$ cat src/rtl/load_store_unit.sv
// load_store_unit: single-transaction memory stage with lane steering, extension, LWL/LWR merge and store byte-enables
module load_store_unit #(
  parameter int TIMEOUT_CYCLES = 0,
  parameter int CNT_W = 16
) (
  input  logic        clk,
  input  logic        reset_n,
  input  logic        start,
  input  logic        is_store,
  input  logic [2:0]  loadcontrol,
  input  logic [1:0]  store_size,
  input  logic [31:0] addr,
  input  logic [31:0] wdata,
  input  logic [31:0] rt_old,
  input  logic [15:0] imm,
  output logic [31:0] avm_address,
  output logic        avm_read,
  output logic        avm_write,
  output logic [31:0] avm_writedata,
  output logic [3:0]  avm_byteenable,
  input  logic        avm_waitrequest,
  input  logic [31:0] avm_readdata,
  output logic        busy,
  output logic        done,
  output logic [31:0] rdata,
  output logic        addr_error,
  output logic        bus_error
);
  typedef enum logic [1:0] {IDLE, RD, WR, RESP} state_t;
  localparam logic [31:0] ONES = 32'hFFFF_FFFF;
  state_t state, nxt;
  logic [CNT_W-1:0] cnt;
  logic [2:0] lc;
  logic [1:0] k;
  logic [31:0] rto, bsh, lwl, lwr, fmt;
  logic [15:0] h;
  logic [7:0] b;
  logic [4:0] sh;
  logic is_lui, mis, to, aerr, berr;
  assign avm_read = state == RD;
  assign avm_write = state == WR;
  assign busy = state != IDLE;
  assign done = state == RESP;
  assign addr_error = done && aerr;
  assign bus_error = done && berr;
  // request classification, timeout detection and next state
  always_comb begin
    is_lui = !is_store && loadcontrol == 3'b100;
    mis = is_store ? (store_size == 2'b01 ? addr[0] : store_size[1] ? |addr[1:0] : 1'b0)
                   : (loadcontrol[2:1] == 2'b01 ? addr[0] : loadcontrol == 3'b101 ? |addr[1:0] : 1'b0);
    to = TIMEOUT_CYCLES != 0 && avm_waitrequest && cnt == CNT_W'(TIMEOUT_CYCLES - 1);
    nxt = state;
    if (state == IDLE)
      nxt = !start ? IDLE : (is_lui || mis) ? RESP : is_store ? WR : RD;
    else if (state == RD || state == WR)
      nxt = (!avm_waitrequest || to) ? RESP : state;
    else
      nxt = IDLE;
  end
  // load result formatting from the returned word and the latched lane
  always_comb begin
    sh = {k, 3'b000};
    bsh = avm_readdata >> sh;
    b = bsh[7:0];
    h = k[1] ? avm_readdata[31:16] : avm_readdata[15:0];
    lwl = (avm_readdata << (5'd24 - sh)) | (rto & (ONES >> ({1'b0, sh} + 6'd8)));
    lwr = bsh | (rto & ~(ONES >> sh));
    fmt = lc == 3'b000 ? {{24{b[7]}}, b} :
          lc == 3'b001 ? {24'h0, b} :
          lc == 3'b010 ? {{16{h[15]}}, h} :
          lc == 3'b011 ? {16'h0, h} :
          lc == 3'b110 ? lwl :
          lc == 3'b111 ? lwr : avm_readdata;
  end
  // state register
  always_ff @(posedge clk or negedge reset_n)
    if (!reset_n) state <= IDLE;
    else state <= nxt;
  // request latch, bus drive registers, wait counter and result capture
  always_ff @(posedge clk or negedge reset_n) begin
    if (!reset_n) begin
      avm_address <= '0;
      avm_writedata <= '0;
      avm_byteenable <= '0;
      lc <= '0;
      k <= '0;
      rto <= '0;
      cnt <= '0;
      rdata <= '0;
      aerr <= 1'b0;
      berr <= 1'b0;
    end else if (state == IDLE) begin
      if (start) begin
        avm_address <= {addr[31:2], 2'b00};
        avm_writedata <= store_size == 2'b00 ? {4{wdata[7:0]}} : store_size == 2'b01 ? {2{wdata[15:0]}} : wdata;
        avm_byteenable <= !is_store ? 4'hF : store_size == 2'b00 ? 4'b0001 << addr[1:0] :
                          store_size == 2'b01 ? (addr[1] ? 4'b1100 : 4'b0011) : 4'hF;
        lc <= loadcontrol;
        k <= addr[1:0];
        rto <= rt_old;
        cnt <= '0;
        aerr <= mis;
        berr <= 1'b0;
        if (is_lui) rdata <= {imm, 16'h0};
      end
    end else if (state == RD || state == WR) begin
      if (avm_waitrequest) cnt <= cnt + 1'b1;
      if (to) berr <= 1'b1;
      if (state == RD && !avm_waitrequest) rdata <= fmt;
    end
  end
endmodule

$ cat config.mk
export PLATFORM = sky130hd
export DESIGN_NAME = load_store_unit
export DESIGN_NICKNAME = d
export VERILOG_FILES = /design/src/rtl/load_store_unit.sv
export SDC_FILE = /design/constraint.sdc
export NUM_CORES = 1
export LEC_CHECK = 0
export CELL_PAD_IN_SITES_DETAIL_PLACEMENT = 0
export CELL_PAD_IN_SITES_GLOBAL_PLACEMENT = 1
export CORE_MARGIN = 4
export CORE_UTILIZATION = 31
export CTS_CLUSTER_DIAMETER = 50
export DETAILED_ROUTE_END_ITERATION = 10
export GPL_ROUTABILITY_DRIVEN = 1
export PLACE_DENSITY = 0.81
export REMOVE_ABC_BUFFERS = 1
export SLEW_MARGIN = 20
export SYNTH_ARGS = -nofsm -noshare
export SYNTH_HDL_FRONTEND = slang
export SYNTH_SLANG_ARGS = --single-unit
$ cat constraint.sdc
create_clock -name clk -period 2.1 [get_ports clk]
set_input_delay 0.525 -clock clk [delete_from_list [all_inputs] [get_ports clk]]
set_output_delay 0.525 -clock clk [all_outputs]
set_load 0.005 [all_outputs]
==> results by group, run 1 <==
Setup path
  – Crit-path max FO: 3
  – Critical path class: flip-flop to primary output
  – Crit start category: flip-flop
  – Critical path data arrival time: 1.52 ns
  – Crit end category: primary output
  – Worst EP required: between 1.5 and 2 ns

Synthesis
  – Post-synth EDFFs: 0
  – Most frequent cell after synthesis: nand2_1
  – Seq cells post-synth: 138
  – Ys Warns: 0
  – Area contributors post-synth: dfrtp_1, nand2_1, mux2i_1
  – Synth cell count leaders: nand2_1, dfrtp_1, nor2_1
  – Register area share after synthesis: 43.93%
  – Synthesized instance count: 888
  – Top cell type's share of synthesized area: between 40 and 50%
  – Predominant post-synthesis flop cell: dfrtp_1
  – Synth area leader: dfrtp_1
  – Ys async rst share: between 90% and 100%
  – Synth unique cells: 64
  – Syn avg cell area: 8.853 um2
  – Netlist Area Pre-Place: 7861 um2

Finish
  – Reg area: between 3000 and 4000 um2
  – Area growth syn-to-layout: 54.75%
  – Fraction of layout cells with a size suffix above 1: 17.09%
  – Fillcell total: 2402
  – Finished Cell Area: 12170 um2
  – Footprint of the multi-input gates: between 4000 and 5000 um2
  – # nets final: 1368

Detailed routing
  – # DRC: 0
  – DR WL/cell: approximately 18 um
  – 1st-pass router iterations: 5
  – Drt initial violations: 485
  – Vias: between 7000 and 8000
  – Vias/cell: 4.956
  – Post-route ant nets: 0
  – Final wirelength: 27980 um

Run
  – Max-cap violations: 0

Power
  – Worst vdd ir: 0.5057 mV
  – P per Cell Area: 1337 nW/um2
  – Static Leakage: between 5 and 6 nW

Clock tree
  – Clk_lat worst skew: around 0.42 ns
  – CTS Buffer Depth: 2
  – CTS tree: yes
  – Inserted Clock Buffers: 17
  – Clock Sinks: 138
  – CTS root buffer: clkbuf_16
  – H-tree depth: 4
  – Clock slew at reported path FFs: ~0.070 ns

STA
  – Setup_tns: 0 ns
  – Worst Skew: 0.01574 ns
  – RSZ-0062 raised after global routing: true
  – Achievable Freq: about 490 MHz
  – Fin. Hold Viols: 0
  – Max Transition Viols Final: 0
  – Min Tclk post-route: 2.046 ns
  – # setup viols final: 0
  – Hold Slack: 0.4731 ns
  – Crit share post-route: 97.41%

Placement
  – GP Congestion: 0.8991
  – DP Wirelength: 20940 um
  – DP Area: around 11000 um2
  – Port Buffer Count: roughly 260

Global routing
  – All-Layer GR Usage: 19.77%
  – Congestion Overflow GR: 0
  – Number of global-route vias before repair: between 7000 and 8000
  – Pin count of the biggest net entering global routing: 75
  – Global-route wire length before repair: 44630 um
  – Initial antenna violation count: 9

Hold path
  – Min-delay worst type: flip-flop to flip-flop

Floorplan
  – Boundary Pins: 260
  – Die height: 167.2 um
  – Core area: 25040 um2
  – Starting Density: 31.40%
  – Die W: ~170 um
  – Row count: 58
  – Die Area: 27970 um2

Outcome
  – Status: finished clean
## power breakdown
part	internal (mW)	switching, mW
Clock	1.69	1.30
Combinational	4.50	3.96
Sequential	3.90	0.918
Total	10.1	6.17
## cells by family (layout without fill, tap and decap cells)
group | count (synthesis) | in the layout | synth area share [%]
compound gates | 182 | 182 | 15.66
buf+inv | 87 | 420 | 4.982
other cells | 1 | 4 | 0.04770
flops | 138 | 138 | 43.93
mux | 90 | 90 | 14.77
simple gates | 386 | 386 | 19.97
fa+ha+maj | 4 | 4 | 0.6367
## per-layer routing
metal | up-vias | routed length [um] | global-route usage (%)
li1 | 3733 | - | -
met1 | 3635 | 11990 | 25.57
met2 | 279 | 12970 | 31.98
met3 | 39 | 2610 | 7.578
met4 | 16 | 312 | 3.811
met5 | - | 102 | 0
## worst max-delay path, cell delays in order (launching register included)
cell           delay, ns
dfrtp_1             0.43
inv_2               0.08
buf_4               0.13
ha_1                0.20
dlygate4sd2_1       0.26
## cells in the final DEF (no fill, tap or decap), drive strengths merged, types with 4 or more instances in the layout
master / count
mux2i: 47
clkdlybuf4s50: 250
a221o: 10
o41ai: 5
mux4: 18
a32o: 8
nand2b: 6
o21ai: 50
clkbuf: 19
inv: 23
nor3: 11
buf: 113
o22a: 6
dfrtp: 138
a211oi: 8
mux2: 25
nor2b: 5
a31oi: 10
nor2: 53
ha: 4
o211a: 4
o31ai: 11
a21oi: 41
nand2: 290
a22oi: 4
dlygate4sd2: 4
o221ai: 4
clkinv: 6
o211ai: 4
## worst paths after layout
check	startpoint	endpoint	slack, ns	depth (start not counted)
hold reg to reg	avm_address[22]	avm_address[22]	0.47	2
setup / recovery	state[0]	avm_write	0.05	4
max in group asynchronous	reset_n	k[1]	0.92	3
min in group asynchronous	reset_n	avm_address[28]	0.50	2
setup reg to reg	k[0]	rdata[27]	0.06	6
hold / removal	avm_address[22]	avm_address[22]	0.47	2
## what timing repair did
item | 4_1_cts | 5_1_grt
hold endpoints to repair | 13 | 0
hold buffers | 1 | 0
pin swaps | 2 | 2
resized for setup | 15 | 11
setup buffers | 4 | 1
setup endpoints to repair | 29 | 22
## final cells by class
cell class | count | share of cell area [%]
timing repair buffer | 369 | 29.00
tap | 330 | 3.394
antenna | 1 | 0.02057
multi-input combinational | 665 | 33.79
sequential | 138 | 28.44
inverter | 19 | 0.6068
clock inverter | 13 | 1.111
clock buffer | 19 | 3.641
## through the flow
stage | power [mW] | setup WS [ns] | utilization, % | std cells
final | 16.26 | 0.05436 | 48.59 | 1554
after global routing | 17.44 | -0.003278 | 48.59 | 1554
after CTS | 16.34 | 0.006389 | 48.45 | 1553
after detailed placement | 13.14 | -0.4988 | 45.77 | 1516
after global placement | 13.02 | -0.4190 | 45.77 | 1516
after floorplan | 8.616 | -2.889 | - | 822
## registers in the layout (all words and copies together) (netlist names)
signal,cells
rdata,32
state,2
rto,32
k,2
avm_address,30
avm_writedata,32
avm_byteenable,4
lc,3
aerr,1
Note: power is estimated with default switching activity, not from simulation.
==> run 2, diff against run 1 <==
--- a/config.mk
+++ b/config.mk
@@ -7,7 +7,6 @@
 export LEC_CHECK = 0
 export CELL_PAD_IN_SITES_DETAIL_PLACEMENT = 0
 export CELL_PAD_IN_SITES_GLOBAL_PLACEMENT = 1
-export CORE_MARGIN = 4
 export CORE_UTILIZATION = 31
 export CTS_CLUSTER_DIAMETER = 50
 export DETAILED_ROUTE_END_ITERATION = 10
==> run 2 against run 1 <==
  * Power rose by 1.5%
  * Fmax about the same
  * First-iteration DRC count grew 11%
  * Count of clock-buffer cells in the layout unchanged
  * Worst hold slack worse by 0.47 ns
  * Clock power increased by 5%
  * Core utilization grew 1.3 points
  * Non-clock buffer count is 14 higher
  * Largest cell class unchanged
  * Highest routed layer unchanged
==> results by group, run 2 (synthesis results as in run 1) <==
Detailed routing
  – Post-route ant nets: 0 (unchanged)
  – Vias/cell: 5.005 (+0.99%)
  – Vias: 7823 (+1.6%)
  – 1st-pass router iterations: 5 (unchanged)
  – Final wirelength: 27960 um (about the same)
  – # DRC: 0 (unchanged)
  – DR WL/cell: 17.89 um (-0.65%)
  – Drt initial violations: 538 (+11%)

Finish
  – Most frequent cells in the layout: nand2_1, clkdlybuf4s50_1, dfrtp_1
  – # nets final: 1382 (+1.0%)
  – Layout Cells excl Fill: 1563 (+0.58%)
  – Most common cell after layout, fill and taps aside: nand2_1
  – Fraction of layout cells with a size suffix above 1: 17.78% (+0.70 points)
  – Area growth syn-to-layout: 56.15%
  – Regs by FF count: avm_writedata: 32 flops, rdata: 32 flops, rto: 32 flops

Placement
  – DP Wirelength: 20640 um (-1.4%)
  – GP Congestion: 0.8827 (-1.8%)
  – Port Buffer Count: 256 (unchanged)
  – Pre-CTS WS: -0.4832 ns (+0.01560 ns)
  – Placed cell count: 1519 (+0.20%)

Clock tree
  – CTS tree: yes
  – CTS root buffer: clkbuf_16
  – Inserted Clock Buffers: 17 (unchanged)
  – Clk_lat worst skew: 0.43 ns (about the same)
  – Clock Sinks: 138 (unchanged)
  – CTS Buffer Depth: 2 (unchanged)
  – Clock slew at reported path FFs: 0.07 ns (about the same)
  – H-tree depth: 4 (unchanged)
  – Hold_buf cts: 0 (-1)

Run
  – Max-cap violations: 0 (unchanged)

Global routing
  – Number of global-route vias before repair: 7856 (-1.4%)
  – Pin count of the biggest net entering global routing: 48 (-36%)
  – All-Layer GR Usage: 21.82% (+2.1 points)
  – Congestion Overflow GR: 0 (unchanged)
  – Global-route wire length before repair: 44190 um (-0.97%)
  – Initial antenna violation count: 6 (-3)

Outcome
  – Status: finished clean

STA
  – Worst slew margin: 64.49%
  – Worst Skew: 0.009778 ns (-0.005959 ns)
  – Min Tclk post-route: 2.046 ns (-0.000008400 ns)
  – Final WS setup: 0.05437 ns (+0.000008400 ns)
  – Setup_tns: 0 ns (unchanged)
  – RSZ-0062 raised after global routing: false
  – Max Transition Viols Final: 0 (unchanged)
  – Slew @ Worst Pin: 0.5326 ns
  – # setup viols final: 0 (unchanged)
  – Fin. Hold Viols: 0 (unchanged)
  – Crit share post-route: 97.41% (about the same)
  – Achievable Freq: 488.8 MHz (about the same)

Power
  – Sw Ratio: 37.73% (-0.22 points)
  – Static Leakage: 5.557 nW (+1.4%)
  – Worst vdd ir: 0.6985 mV (+38%)
  – Psw: 6.224 mW (+0.86%)
  – Power share of the clock group: 19.1% (+0.7 points)
  – P_int: 10.27 mW (+1.8%)
  – Gate power share: 51.9% (about the same)
  – Flop pwr share: 29.0% (-0.6 points)
  – P per Cell Area: 1344 nW/um2 (+0.55%)

Setup path
  – CP max stage cell: dfrtp_1
  – Crit-path max FO: 3 (unchanged)
  – Crit path launch: state[0]
  – Crit start category: flip-flop
  – Critical path data arrival time: 1.52 ns (about the same)
  – Critical path, cell by cell: buf_4 > ha_4 > and2_1 > dlygate4sd2_1
  – Worst EP required: 1.57 ns (about the same)
  – Crit end category: primary output
  – Worst R2R Start: k[0]
  – Critical path class: flip-flop to primary output
  – Critical Path Max Stage Delay: 0.41 ns (-0.02 ns)

Hold path
  – Min-delay worst type: input port to async pin

Floorplan
  – Die Area: 26000 um2 (-7.0%)
  – Starting Density: 31.95% (+0.55 points)
  – Core area: 24600 um2 (-1.7%)
  – Boundary Pins: 260 (unchanged)
  – Die height: 161.2 um (-3.6%)
  – Row count: 57 (-1.7%)
  – Die W: 161.2 um (-3.6%)
==> run 2: cell types whose count changed in the layout (fill, tap and decap cells not counted), moves of 2 or more <==
cell / delta
mux2_2: +2
clkinv_4: -4
clkdlybuf4s50_1: -2
mux2_4: -2
dlygate4sd2_1: +2
buf_4: +14
==> run 2: routing by layer <==
metal	track usage, %	up-vias	wire, um
li1	-	3758	-
met1	28.43	3717	12010
met2	35.13	306	13120
met3	7.036	40	2411
met4	5.017	2	411
met5	0	-	13
==> run 2: path summary, 6_finish.rpt <==
kind,endpoint,slack [ns],depth (start not counted)
min,avm_address[24],0.005,1
max,addr_error,0.05,4
min reg2reg,avm_writedata[6],0.47,2
max reg2reg,rdata[19],0.06,5
min in group clk,avm_writedata[6],0.47,2
max in group asynchronous,avm_writedata[13],1.48,2
==> run 2: final cells by class <==
type	instances	area, um2
multi-input combinational	665	4083
tap	324	405.4
clock buffer	19	442.9
fill	2338	12330
sequential	138	3456
antenna	2	5.005
timing repair buffer	383	3655
clock inverter	13	157.7
inverter	19	71.32
==> run 2: repair_timing <==
| action | 4_1_cts | 5_1_grt |
|---|---|---|
| pin swaps | 3 | 1 |
| gates cloned | 0 | 1 |
| buffers inserted | 6 | 3 |
| setup endpoints to repair | 19 | 17 |
| resized for setup | 19 | 2 |
==> run 2: power groups by stage <==
stage	combinational, mW	clock, mW	sequential (mW)
6_report	8.56	3.15	4.79
5_1_grt	9.36	3.36	4.93
4_1_cts	8.49	3.24	4.79
3_5_place_dp	8.32	0	4.81
3_3_place_gp	8.22	0	4.79
2_1_floorplan	3.56	0	5.05
==> run 2: worst max-delay path: cells and delay by family (launching register included) <==
family / cells / cell delay (ns)
adder cells (fa/ha/maj): 1 / 0.15
flip-flops: 1 / 0.41
AND/OR/NAND/NOR: 1 / 0.13
buffers and inverters: 2 / 0.41
==> run 2: through the flow <==
stage	total power, mW	util, %	instance area [um2]	hold WS, ns
global placement	13.01	46.87	11530	0.4572
floorplan	8.616	-	7548	0.2294
CTS	16.52	49.65	12220	0.01867
finish	16.50	49.89	12280	0.004540
global route	17.64	49.87	12270	0.02178
detailed placement	13.12	46.87	11530	0.4622
